[src/rtl/id_ex_stage.sv]
// RV32I decode stage and ID/EX pipeline register: operand read with WB bypass,
// immediate and control generation, and load-use hazard detection.
module id_ex_stage #(
    parameter int DATA_W    = 32,
    parameter bit WB_BYPASS = 1'b1
) (
    input  logic              i_clk,
    input  logic              i_rst,
    input  logic              i_clk_enable,
    input  logic              i_flush,
    input  logic [31:0]       i_instr,
    input  logic [DATA_W-1:0] i_pc,
    output logic [4:0]        o_rd_addr_1,
    output logic [4:0]        o_rd_addr_2,
    input  logic [DATA_W-1:0] i_rd_data_1,
    input  logic [DATA_W-1:0] i_rd_data_2,
    input  logic              i_wb_reg_write,
    input  logic [4:0]        i_wb_addr,
    input  logic [DATA_W-1:0] i_wb_data,
    output logic              o_stall,
    output logic [DATA_W-1:0] o_ex_pc,
    output logic [DATA_W-1:0] o_ex_rs1_data,
    output logic [DATA_W-1:0] o_ex_rs2_data,
    output logic [DATA_W-1:0] o_ex_imm,
    output logic [4:0]        o_ex_rs1_addr,
    output logic [4:0]        o_ex_rs2_addr,
    output logic [4:0]        o_ex_rd,
    output logic [2:0]        o_ex_funct3,
    output logic              o_ex_funct7b5,
    output logic              o_ex_reg_write,
    output logic              o_ex_mem_read,
    output logic              o_ex_mem_write,
    output logic              o_ex_alu_src,
    output logic              o_ex_branch,
    output logic              o_ex_jump,
    output logic              o_ex_illegal,
    output logic [1:0]        o_ex_a_sel,
    output logic [1:0]        o_ex_wb_sel
);

    localparam logic [6:0] OP_R      = 7'b0110011;
    localparam logic [6:0] OP_I_ALU  = 7'b0010011;
    localparam logic [6:0] OP_LOAD   = 7'b0000011;
    localparam logic [6:0] OP_STORE  = 7'b0100011;
    localparam logic [6:0] OP_BRANCH = 7'b1100011;
    localparam logic [6:0] OP_LUI    = 7'b0110111;
    localparam logic [6:0] OP_AUIPC  = 7'b0010111;
    localparam logic [6:0] OP_JAL    = 7'b1101111;
    localparam logic [6:0] OP_JALR   = 7'b1100111;

    typedef struct packed {
        logic [DATA_W-1:0] pc;
        logic [DATA_W-1:0] rs1_data;
        logic [DATA_W-1:0] rs2_data;
        logic [DATA_W-1:0] imm;
        logic [4:0]        rs1_addr;
        logic [4:0]        rs2_addr;
        logic [4:0]        rd;
        logic [2:0]        funct3;
        logic              funct7b5;
        logic              reg_write;
        logic              mem_read;
        logic              mem_write;
        logic              alu_src;
        logic              branch;
        logic              jump;
        logic              illegal;
        logic [1:0]        a_sel;
        logic [1:0]        wb_sel;
    } ex_t;

    ex_t ex_q;
    ex_t ex_d;
    ex_t dec;

    logic [6:0]        opcode;
    logic              rs1_used;
    logic              rs2_used;
    logic              stall;
    logic [4:0]        rs_addr [2];
    logic [DATA_W-1:0] rs_raw  [2];
    logic [DATA_W-1:0] rs_op   [2];

    assign opcode      = i_instr[6:0];
    assign rs_addr[0]  = i_instr[19:15];
    assign rs_addr[1]  = i_instr[24:20];
    assign rs_raw[0]   = i_rd_data_1;
    assign rs_raw[1]   = i_rd_data_2;
    assign o_rd_addr_1 = rs_addr[0];
    assign o_rd_addr_2 = rs_addr[1];

    // The register file only commits at the edge, so a same-cycle WB write is taken here.
    for (genvar gi = 0; gi < 2; gi++) begin : g_operand
        assign rs_op[gi] = (rs_addr[gi] == 5'd0) ? '0 :
                           (WB_BYPASS && i_wb_reg_write && (i_wb_addr == rs_addr[gi])) ? i_wb_data :
                           rs_raw[gi];
    end

    always_comb begin
        dec          = '0;
        dec.pc       = i_pc;
        dec.rs1_data = rs_op[0];
        dec.rs2_data = rs_op[1];
        dec.rs1_addr = rs_addr[0];
        dec.rs2_addr = rs_addr[1];
        dec.rd       = i_instr[11:7];
        dec.funct3   = i_instr[14:12];
        dec.funct7b5 = i_instr[30];
        rs1_used     = 1'b0;
        rs2_used     = 1'b0;
        case (opcode)
            OP_R: begin
                dec.reg_write = 1'b1;
                rs1_used      = 1'b1;
                rs2_used      = 1'b1;
            end
            OP_I_ALU: begin
                dec.reg_write = 1'b1;
                dec.alu_src   = 1'b1;
                dec.imm       = {{(DATA_W-12){i_instr[31]}}, i_instr[31:20]};
                rs1_used      = 1'b1;
            end
            OP_LOAD: begin
                dec.reg_write = 1'b1;
                dec.mem_read  = 1'b1;
                dec.wb_sel    = 2'b01;
                dec.imm       = {{(DATA_W-12){i_instr[31]}}, i_instr[31:20]};
                rs1_used      = 1'b1;
            end
            OP_STORE: begin
                dec.mem_write = 1'b1;
                dec.imm       = {{(DATA_W-12){i_instr[31]}}, i_instr[31:25], i_instr[11:7]};
                rs1_used      = 1'b1;
                rs2_used      = 1'b1;
            end
            OP_BRANCH: begin
                dec.branch = 1'b1;
                dec.imm    = {{(DATA_W-12){i_instr[31]}}, i_instr[7], i_instr[30:25],
                              i_instr[11:8], 1'b0};
                rs1_used   = 1'b1;
                rs2_used   = 1'b1;
            end
            OP_LUI: begin
                dec.reg_write = 1'b1;
                dec.alu_src   = 1'b1;
                dec.a_sel     = 2'b10;
                dec.imm       = {i_instr[31:12], 12'h000};
            end
            OP_AUIPC: begin
                dec.reg_write = 1'b1;
                dec.alu_src   = 1'b1;
                dec.a_sel     = 2'b01;
                dec.imm       = {i_instr[31:12], 12'h000};
            end
            OP_JAL: begin
                dec.reg_write = 1'b1;
                dec.jump      = 1'b1;
                dec.wb_sel    = 2'b10;
                dec.imm       = {{(DATA_W-20){i_instr[31]}}, i_instr[19:12], i_instr[20],
                                 i_instr[30:21], 1'b0};
            end
            OP_JALR: begin
                dec.reg_write = 1'b1;
                dec.jump      = 1'b1;
                dec.alu_src   = 1'b1;
                dec.wb_sel    = 2'b10;
                dec.imm       = {{(DATA_W-12){i_instr[31]}}, i_instr[31:20]};
                rs1_used      = 1'b1;
            end
            default: begin
                dec.illegal = 1'b1;
            end
        endcase
        if (dec.rd == 5'd0) begin
            dec.reg_write = 1'b0;
        end
    end

    // A load in EX cannot forward in time to a dependent instruction now in ID.
    assign stall = !i_flush && ex_q.mem_read && (ex_q.rd != 5'd0) &&
                   ((rs1_used && (ex_q.rd == rs_addr[0])) ||
                    (rs2_used && (ex_q.rd == rs_addr[1])));

    always_comb begin
        ex_d = ex_q;
        if (i_clk_enable) begin
            if (i_flush || stall) begin
                ex_d = '0;
            end else begin
                ex_d = dec;
            end
        end
    end

    always_ff @(posedge i_clk) begin
        if (i_rst) begin
            ex_q <= '0;
        end else begin
            ex_q <= ex_d;
        end
    end

    assign o_stall        = stall;
    assign o_ex_pc        = ex_q.pc;
    assign o_ex_rs1_data  = ex_q.rs1_data;
    assign o_ex_rs2_data  = ex_q.rs2_data;
    assign o_ex_imm       = ex_q.imm;
    assign o_ex_rs1_addr  = ex_q.rs1_addr;
    assign o_ex_rs2_addr  = ex_q.rs2_addr;
    assign o_ex_rd        = ex_q.rd;
    assign o_ex_funct3    = ex_q.funct3;
    assign o_ex_funct7b5  = ex_q.funct7b5;
    assign o_ex_reg_write = ex_q.reg_write;
    assign o_ex_mem_read  = ex_q.mem_read;
    assign o_ex_mem_write = ex_q.mem_write;
    assign o_ex_alu_src   = ex_q.alu_src;
    assign o_ex_branch    = ex_q.branch;
    assign o_ex_jump      = ex_q.jump;
    assign o_ex_illegal   = ex_q.illegal;
    assign o_ex_a_sel     = ex_q.a_sel;
    assign o_ex_wb_sel    = ex_q.wb_sel;

endmodule

[config.mk]
export PLATFORM = sky130hd
export DESIGN_NAME = id_ex_stage
export DESIGN_NICKNAME = d
export VERILOG_FILES = /design/src/rtl/id_ex_stage.sv
export SDC_FILE = /design/constraint.sdc
export NUM_CORES = 1
export LEC_CHECK = 0
export CORE_ASPECT_RATIO = 2
export CORE_MARGIN = 4
export CORE_UTILIZATION = 30
export CTS_CLUSTER_DIAMETER = 100
export DETAILED_ROUTE_END_ITERATION = 16
export GPL_TIMING_DRIVEN = 1
export HOLD_SLACK_MARGIN = 0.06
export PLACE_DENSITY_LB_ADDON = 0.05
export SLEW_MARGIN = 20
export SYNTH_ARGS = -nofsm -noshare
export SYNTH_HDL_FRONTEND = slang
export SYNTH_SLANG_ARGS = --single-unit
[constraint.sdc]
create_clock -name i_clk -period 3.15 [get_ports i_clk]
set_input_delay 0.63 -clock i_clk [delete_from_list [all_inputs] [get_ports i_clk]]
set_output_delay 0.63 -clock i_clk [all_outputs]
set_load 0.01 [all_outputs]
==> summary.txt <==
Timing
  – Setup violations, final: 0
  – Crit path time final: 3030 ps
  – Final period utilization: 0.962
  – Clock Skew: 8.68 ps
  – Max_slew headroom: 0.319
  – Max Clock Freq: 330 MHz
  – Worst slew pin tran: 1020 ps
  – Max-slew violations: 0
  – Hold slack: 446 ps
  – Setup TNS: 0 ps
  – RSZ-0062 raised after global routing: no
  – Final Hold Viols: 0

Place
  – Post-DP HPWL: 20.0 mm
  – Gpl congestion: between 0.8 and 0.9
  – IO Port Bufs: 338
  – Inst Count DP: approximately 1200

Critical path
  – Slowest stage delay, CP: 410 ps
  – Worst R2R Start: o_ex_rd[0]$_SDFFE_PP0P_
  – Arrival time at the worst endpoint: 2400 ps
  – CP required: 2520 ps
  – Setup CP Type: input pin to primary output
  – Buf/Inv on CP: 3
  – Startpoint Class: input pin
  – Flop2flop setup slack: 1000 ps
  – Endpoint type of the worst setup path: primary output
  – CP delay by family, top: buffers and inverters
  – CP max-delay cell: clkdlybuf4s50_1
  – Reg2reg end: o_ex_rs2_data[25]$_SDFFE_PP0P_
  – Worst Reg-to-Reg Cells: 5
  – Max FO, Critical Path: 6
  – Critical path cell sequence: clkdlybuf4s50_1 > and4bb_2 > nand2_1 > o32a_1 > a21o_2 > inv_2 > clkdlybuf4s15_2

Run
  – Total of max-cap violations: 0

Synth
  – Cell Area, Synth: 6480 µm²
  – Syn Inst Count: 597
  – Leading post-synthesis cells by cell area: dfxtp_1 (48%), a32o_1 (11%), a22o_1 (7.7%)
  – Most common cell in the netlist: dfxtp_1
  – Netlist cell types: 46
  – Yosys Warn Count: 0
  – Synth top area share: 0.485
  – Post-synth EDFFs: 0
  – Post-synthesis register bit count: 157
  – Synth area leader: dfxtp_1
  – Ys flop type: dfxtp_1
  – Synth top cells by count: dfxtp_1 (157), a32o_1 (72), a22o_1 (57)
  – Avg Cell Area, Syn: between 10 and 15 µm²
  – Register area share after synthesis: 0.485
  – Net Count, Synth: 767
  – Async SR Flop Fraction: 0

Clocking
  – TritonCTS clock tree: built
  – Number of CTS-inserted buffers: 17
  – H-tree depth: 4
  – Root Buffer Master: clkbuf_16
  – CTS sink cnt: 157
  – Hold Buf Count CTS: 0
  – Clock slew at the register clock pins of the worst setup and hold paths: 60 ps
  – Clk Latency, worst-skew pair: 440 ps
  – Buffers inserted by post-CTS timing repair: 0
  – Clock tree buffer depth: 2

Worst hold path
  – Worst hold start: o_ex_imm[0]$_SDFFE_PP0P_
  – Hold Crit Endpoint: o_ex_imm[0]$_SDFFE_PP0P_
  – Worst min path class: flip-flop to flip-flop
  – Worst Hold Depth: 2

Routing
  – 1st-iter DRT viols: about 230
  – DRT antenna net count: 0
  – DR WL/cell: 21.8 µm
  – Vias per cell: 5.22
  – Drt first pass iters: 5
  – DRC: 0
  – Post-Route WL: 26.3 mm
  – Via count of the routed design: ~6300

Finish
  – P&R area growth vs syn: 67.3%
  – Final Util: 0.514
  – Post-route insts no fill: 1207
  – Layout cells sized above 1: 0.112
  – Nets@finish: about 1100

Floorplanning
  – Die Span Y: 216 µm
  – Core area: 21100 µm²
  – Std cell rows: 75
  – Die W: 112 µm
  – I/O Pins: 339
  – Die ar.: 24200 µm²
  – Starting Density: 0.307

Global route
  – Vias in the first global route: 6721
  – First-pass GRT wire length: 39.5 mm
  – Global-route congestion overflow total: 0
  – Initial antenna violation count: 2
  – Largest net degree at the start of global routing: 65
  – GRT Total Usage: 0.213

Power
  – Peak supply drop: roughly 0.0003 V
  – Pwr Total: 4.96 mW
  – Leak: roughly 4 nW
  – Pwr per Cell Area: 458 nW/µm²

Outcome
  – Status: finished clean
-- cells by family (layout without fill, tap and decap cells) --
logic type                Yosys count  after routing  synth area share
other                               0              2                 0
muxes                              64             64             0.111
DFF                               157            157             0.485
AOI/OAI and AO/OA                 206            206             0.257
and+or+nand+nor                    76             76            0.0589
buffers and inverters              73            412            0.0600
xor gates and xnor gates           21             21            0.0284
-- area by class of cell --
type	instances	area (µm²)
Fill cell	1957	10300
Timing Repair Buffer	377	3790
Sequential cell	157	3140
Multi-Input combinational cell	367	2990
Clock buffer	19	453
Tap cell	269	337
Clock inverter	13	123
Inverter	3	11.3
Antenna cell	2	5.00
-- state kept, by name, summed over array words and instances (netlist names), 2 cells and up --
signal / flops
o_ex_rd: 5
o_ex_rs2_data: 32
o_ex_rs1_addr: 5
o_ex_rs2_addr: 5
o_ex_wb_sel: 2
o_ex_rs1_data: 32
o_ex_pc: 32
o_ex_imm: 32
o_ex_a_sel: 2
o_ex_funct3: 3
-- routing by layer --
metal | GRT usage | vias up | share of wire | wire, µm
li1 | - | 2916 | - | -
met1 | 0.203 | 3087 | 0.34 | 9060
met2 | 0.400 | 258 | 0.55 | 14400
met3 | 0.0748 | 45 | 0.074 | 1950
met4 | 0.0991 | 0 | 0.036 | 952
met5 | 0 | - | 0 | 0
-- power breakdown --
group / total, mW / internal [mW] / switching, mW
logic: 0.815 / 0.489 / 0.325
clock network: 2.03 / 1.19 / 0.837
registers: 2.12 / 2.07 / 0.0499
total: 4.96 / 3.75 / 1.21
-- worst max path at each step --
stage / startpoint / end / slack, ps / cells past startpoint
after global routing: i_instr[1] / o_stall / 30 / 7
final: i_instr[3] / o_stall / 120 / 7
after floorplan: i_instr[2] / o_stall / 410 / 8
after detailed placement: i_instr[2] / o_stall / -330 / 7
after CTS: i_instr[6] / o_stall / 3 / 8
after global placement: i_instr[2] / o_stall / -330 / 7
-- cells in the final DEF (no fill, tap or decap), types with 3 or more instances in the layout --
cell,Yosys,final
clkdlybuf4s50_1,0,334
dfxtp_1,157,157
a32o_1,72,72
a22o_1,57,57
mux2_1,43,43
nand2_1,34,34
buf_4,11,30
o21ai_1,29,29
a21oi_1,25,23
mux2_2,21,21
clkbuf_16,0,17
xnor2_1,12,12
xor2_1,9,9
nor2_1,10,9
clkinv_2,0,8
buf_12,0,8
o21ai_0,5,5
a22oi_1,5,5
nor3_1,4,4
and2_1,3,3
nand3_1,3,3
nand4_1,3,3
a211oi_1,3,3
clkinvlp_4,0,3
dlymetal6s2s_1,0,3
-- worst min-delay path, delay by kind of cell, from the launching register on --
| kind | cells | cell delay (ps) |
|---|---|---|
| flip-flops | 1 | 300 |
| AO/OA/AOI/OAI | 1 | 50 |
| AND/OR/NAND/NOR | 1 | 50 |
-- what timing repair did --
item / 4_1_cts / 5_1_grt
hold endpoints to repair: 0 / 0
pin swaps: 1 / 2
setup endpoints to repair: 1 / 1
resized for setup: 4 / 4
gates cloned: 0 / 0
-- metrics by stage --
stage                     area (µm²)  setup WS [ps]
final                          10800            120
after global routing           10800           33.7
after CTS                      10800           3.46
after detailed placement       10300           -326
after global placement         10300           -328
after floorplan                 6480            413
Power figures use the tool's default switching activity.
